File: src/rtl/serial_inner_product_ctrl.sv
// serial_inner_product_ctrl
//   Time-multiplexed inner-product engine. It accepts one flattened window over
//   a valid/ready handshake and runs one signed MAC per cycle against a locally
//   held weight vector. The result is presented over a valid/ready handshake.
//   Weights are loaded at run time through the cfg_* write port.
//
//   Optional build macro: INNER_PROD_RELU_EN. When it is defined, a negative
//   final sum is clamped to 0 as the engine enters DONE. The clamp is applied
//   after the modulo-2^Q_WIDTH wrap.
//
// Ports
//   clk, rst_n          clock (rising edge) / asynchronous active-low reset
//   in_valid, in_ready  window handshake; input_data element i at [D_WIDTH*i +: D_WIDTH]
//   out_valid, out_ready, output_data   result handshake, signed Q_WIDTH
//   cfg_we, cfg_addr, cfg_wdata         weight write port; only honoured in IDLE
//   cfg_ready           weight writes are honoured this cycle
//   busy                engine is in ACCUM or DONE
module serial_inner_product_ctrl #(
  parameter int SIZE    = 9,
  parameter int D_WIDTH = 8,
  parameter int Q_WIDTH = 20,
  localparam int AW     = (SIZE > 1) ? $clog2(SIZE) : 1
) (
  input  logic                      clk,
  input  logic                      rst_n,
  input  logic                      in_valid,
  output logic                      in_ready,
  input  logic [D_WIDTH*SIZE-1:0]   input_data,
  output logic                      out_valid,
  input  logic                      out_ready,
  output logic [Q_WIDTH-1:0]        output_data,
  input  logic                      cfg_we,
  input  logic [AW-1:0]             cfg_addr,
  input  logic [D_WIDTH-1:0]        cfg_wdata,
  output logic                      cfg_ready,
  output logic                      busy
);

  localparam int              PW       = (Q_WIDTH > 2*D_WIDTH) ? Q_WIDTH : 2*D_WIDTH;
  localparam logic [AW:0]     SIZE_L   = (AW+1)'(SIZE);
  localparam logic [AW-1:0]   LAST_IDX = AW'(SIZE-1);

  typedef enum logic [1:0] {S_IDLE, S_ACCUM, S_DONE} state_t;

  state_t                          r_state, w_state_nxt;
  logic [SIZE-1:0][D_WIDTH-1:0]    r_x, r_w;
  logic signed [Q_WIDTH-1:0]       r_acc;
  logic [AW-1:0]                   r_idx;

  logic                            w_accept, w_last, w_cfg_hit;
  logic signed [D_WIDTH-1:0]       w_xe, w_we;
  logic signed [2*D_WIDTH-1:0]     w_prod;
  logic signed [PW-1:0]            w_prod_ext;
  logic signed [Q_WIDTH-1:0]       w_prod_q, w_sum, w_acc_fin;

  assign w_accept  = in_valid & in_ready;
  assign w_last    = (r_idx == LAST_IDX);
  assign w_cfg_hit = cfg_we & cfg_ready & ({1'b0, cfg_addr} < SIZE_L);

  // One MAC per cycle. The product is resized to Q_WIDTH: it is sign-extended
  // when Q_WIDTH is wider, and truncated (modulo wrap) when it is narrower.
  assign w_xe       = r_x[r_idx];
  assign w_we       = r_w[r_idx];
  assign w_prod     = w_xe * w_we;
  assign w_prod_ext = PW'(w_prod);
  assign w_prod_q   = w_prod_ext[Q_WIDTH-1:0];
  assign w_sum      = r_acc + w_prod_q;

`ifdef INNER_PROD_RELU_EN
  assign w_acc_fin = w_sum[Q_WIDTH-1] ? '0 : w_sum;
`else
  assign w_acc_fin = w_sum;
`endif

  // State register
  always_ff @(posedge clk or negedge rst_n) begin
    if (!rst_n) r_state <= S_IDLE;
    else        r_state <= w_state_nxt;
  end

  // Next-state logic
  always_comb begin
    w_state_nxt = r_state;
    case (r_state)
      S_IDLE:  if (w_accept) w_state_nxt = S_ACCUM;
      S_ACCUM: if (w_last)   w_state_nxt = S_DONE;
      // A consumer pop and a new window can meet in the same cycle, so no bubble is needed.
      S_DONE:  if (out_ready) w_state_nxt = in_valid ? S_ACCUM : S_IDLE;
      default: w_state_nxt = S_IDLE;
    endcase
  end

  // Output decode
  always_comb begin
    in_ready  = 1'b0;
    cfg_ready = 1'b0;
    out_valid = 1'b0;
    busy      = 1'b0;
    case (r_state)
      S_IDLE:  begin in_ready = 1'b1; cfg_ready = 1'b1; end
      S_ACCUM: busy = 1'b1;
      S_DONE:  begin in_ready = out_ready; out_valid = 1'b1; busy = 1'b1; end
      default: ;
    endcase
  end

  assign output_data = r_acc;

  // Datapath. input_data is captured only at the accept edge.
  always_ff @(posedge clk or negedge rst_n) begin
    if (!rst_n) begin
      r_x   <= '0;
      r_acc <= '0;
      r_idx <= '0;
    end else if (w_accept) begin
      r_x   <= input_data;
      r_acc <= '0;
      r_idx <= '0;
    end else if (r_state == S_ACCUM) begin
      r_acc <= w_last ? w_acc_fin : w_sum;
      r_idx <= w_last ? '0 : r_idx + AW'(1);
    end
  end

  // Weight bank. Writes can only happen in IDLE, and no MAC reads the bank
  // before the first ACCUM cycle. A write in the same cycle as an accept is
  // therefore seen by that window.
  always_ff @(posedge clk or negedge rst_n) begin
    if (!rst_n) begin
      r_w <= '0;
    end else if (w_cfg_hit) begin
      for (int i = 0; i < SIZE; i++)
        if (cfg_addr == AW'(i)) r_w[i] <= cfg_wdata;
    end
  end

endmodule

File: config.mk
export PLATFORM = sky130hd
export DESIGN_NAME = serial_inner_product_ctrl
export DESIGN_NICKNAME = d
export VERILOG_FILES = /design/src/rtl/serial_inner_product_ctrl.sv
export SDC_FILE = /design/constraint.sdc
export NUM_CORES = 1
export LEC_CHECK = 0
export CAP_MARGIN = 30
export CORE_ASPECT_RATIO = 0.9
export CORE_MARGIN = 5
export CORE_UTILIZATION = 40
export CTS_BUF_LIST = sky130_fd_sc_hd__clkbuf_8
export CTS_CLUSTER_SIZE = 40
export DETAILED_ROUTE_END_ITERATION = 7
export PLACE_DENSITY = 0.6
export SETUP_SLACK_MARGIN = 0.2
export SLEW_MARGIN = 20
export SYNTH_ARGS = -nofsm -noshare
export SYNTH_HDL_FRONTEND = slang
export SYNTH_SLANG_ARGS = --single-unit
File: constraint.sdc
create_clock -name clk -period 16.2 [get_ports clk]
set_input_delay 1.62 -clock clk [delete_from_list [all_inputs] [get_ports clk]]
set_output_delay 1.62 -clock clk [all_outputs]
set_load 0.01 [all_outputs]
==> results.py <==
metrics = {
    "floorplanning": {
        "die_area_sq_um": 32000,
        "core_area_sq_um": 28000,
        "fp-row-count": 58,
        "io-pin-count": 113,
        "die_h_um": 170,
        "start_util": 0.407,
        "die_w_um": 188,
    },
    "global_routing": {
        "grt_pass1_vias": 8145,
        "grt_overflow": 0,
        "grt_usage": 0.169,
        "antenna_found_initial": 0,
        "grt_pass1_wl_um": 43400,
        "grt_max_degree": 100,
    },
    "cts": {
        "post_cts_buffers": 0,
        "clk-insertion-delay-late_ps": 470,
        "post_cts_resized": 0,
        "ctsRootBufferMaster": "clkbuf_8",
        "cts_buffers": 17,
        "cts_hold_buffers": 0,
        "cts_tree": "built",
        "cts.reportedPaths.clkPinSlew_ps": 110,
        "cts_buffer_depth": 2,
        "clkSinkCount": 170,
        "htreeDepth": 4,
    },
    "run_status": {
        "status": "complete, no violations",
    },
    "synthesis": {
        "ys_types": 57,
        "yosysWarningCount": 0,
        "yosys_register_bits": 170,
        "avgSynthCellArea_sq_um": 10.8,
        "synthArstFlopShare": 1.00,
        "yosysSeqAreaShare": 0.373,
        "netlist_instances": 1053,
        "ys.flop_type": "dfrtp_1",
        "synth_edf_count": 0,
        "syn_area_sq_um": 11400,
        "syn_nets": 1282,
    },
    "route": {
        "wl_met1_um": 12400,
        "drt_iter0_drc": 379,
        "wl_per_cell_um": 16.8,
        "routed_wl_um": 25700,
        "wl_met3_um": 600,
        "vias_per_cell": 4.98,
        "vias": 7626,
        "highest_layer": "met4",
        "drt_first_pass_iters": 4,
        "dr_wl_met2_um": 12300,
        "remaining_drc_errors": 0,
        "postRouteAntennaNets": 0,
    },
    "sta": {
        "fin_skew_ps": 20.8,
        "hold_violations": 0,
        "setup_viol": 0,
        "fmax_mhz": 145,
        "rsz0062_at_grt": "false",
        "fin_crit_ps": 6910,
        "relSlewSlack": 0.352,
        "slew_violations": 0,
        "fin_tns_setup_ps": 0,
        "post-route-period-util": 0.427,
        "fin_ws_ps": 9290,
        "tightestPinTransition_ps": 968,
    },
    "setup_path": {
        "slowest_delay_ps": 700,
        "endpoint_kind": "flip-flop",
        "crit_path_max_fanout": 23,
        "cp-start-kind": "flip-flop",
        "crit_required_ps": 16560,
        "crit_path_frequent_cell": "fa_1",
        "cp_top_family": "adder cells",
        "slowest_stage": "dfrtp_2",
        "cp_num_buf_inv": 4,
        "worstSetupPathType": "reg2reg",
        "cp.arrival_ps": 7270,
        "cp_cell_sequence": "buf_4 -> mux4_2 -> mux2i_1 -> nor2_1 -> a21oi_2 -> nor2_1 -> buf_4 -> inv_1 -> fa_1 -> inv_1 -> fa_1 -> fa_1 -> fa_1 -> fa_1 -> ha_1 -> o21ai_2 -> a21boi_1 -> o32ai_2 -> nor2_1 -> nor4_1 -> mux2_2",
    },
    "place": {
        "gp_congestion": 0.824,
        "post-dp-hpwl_um": 18800,
        "io_buffers": 112,
        "post-place-ws_ps": 9210,
    },
    "finish": {
        "drive_gt1_frac": 0.143,
        "utilization": 0.477,
        "final_common_cell": "nand2_1",
        "fin_nets": 1388,
        "n_antenna_cell": 0,
        "final_cell_mix": "nand2_1, dfrtp_1, clkdlybuf4s50_1, inv_1, fa_1",
        "syn_to_final_growth_pct": 17.2,
    },
    "worst_hold_path": {
        "hp-class": "reg2reg",
    },
    "job": {
        "cap_viol_max_count": 0,
    },
}
-- worst paths after layout --
kind                                   end  cells after the start     start  slack [ps]
setup / recovery           output_data[18]                     21  r_idx[0]        9290
hold / removal                     r_x[19]                      2   r_x[19]         480
setup reg to reg           output_data[18]                     21  r_idx[0]        9290
hold reg to reg                    r_x[19]                      2   r_x[19]         480
max in group asynchronous  output_data[10]                      3     rst_n       14390
min in group asynchronous          r_x[16]                      1     rst_n         960
-- Yosys cell counts (all sizes together) (2+ instances only) --
cell type  number  area, sq um
a211oi          5         37.5
a21boi          2         15.0
a21o            5         37.5
a21oi          27          233
buf            15          100
clkbuf         22         82.6
dfrtp         170         4250
fa             88         1760
ha             52          651
inv           108          405
mux2           74          833
mux2i          26          260
mux4           32          721
nand2         243          912
nand2b         14         87.6
nand3           3         15.0
nand3b          3         22.5
nand4           2         12.5
nand4b          2         17.5
nor2           73          274
nor2b          13         81.3
nor3            5         25.0
nor3b           3         32.5
nor4            4         40.0
o21a            5         37.5
o21ai          18          109
o21bai          2         15.0
o31ai           2         15.0
or2             3         18.8
or3             3         18.8
xnor2          12          105
xor2            3         26.3
-- per-layer routing --
layer  vias up  GRT usage
met5         -          0
met4         0     0.0377
met3        23     0.0279
met2        92      0.277
met1      3860      0.240
li1       3651          -
-- state kept, by name (all words and copies together), names as in the netlist --
name	count
r_idx	4
r_state	2
output_data	20
r_w	72
r_x	72
-- worst min-delay path: stages (launching register included) --
cell and delay (ps):
dfrtp_1 350, nand2_1 50, nand2_1 60
-- layout make-up --
| type | instances | area [sq um] |
|---|---|---|
| Clock buffer | 17 | 234 |
| Tap cell | 360 | 450 |
| Inverter | 109 | 409 |
| Timing Repair Buffer | 124 | 1270 |
| Sequential cell | 170 | 4260 |
| Multi-Input combinational cell | 737 | 6550 |
| Fill cell | 2601 | 14700 |
| Clock inverter | 15 | 175 |
-- metrics by stage --
stage | cells | cell area (sq um) | hold WS, ps
2_1_floorplan | 1053 | 11400 | 440
3_3_place_gp | 1497 | 12900 | 455
3_5_place_dp | 1497 | 12900 | 457
4_1_cts | 1529 | 13300 | 481
5_1_grt | 1532 | 13300 | 498
6_report | 1532 | 13300 | 476
-- cell families after synthesis --
family / after synthesis / synth area share
AOI/OAI and AO/OA: 76 / 0.0523
xor gates and xnor gates: 15 / 0.0115
adders and majority gates: 140 / 0.212
buffers and inverters: 146 / 0.0519
DFF: 170 / 0.373
muxes: 132 / 0.159
and+or+nand+nor: 374 / 0.140
Power is left out: the tool's default activity adds up to more than one toggle a clock period on the data nets, which glitch-free logic cannot reach.
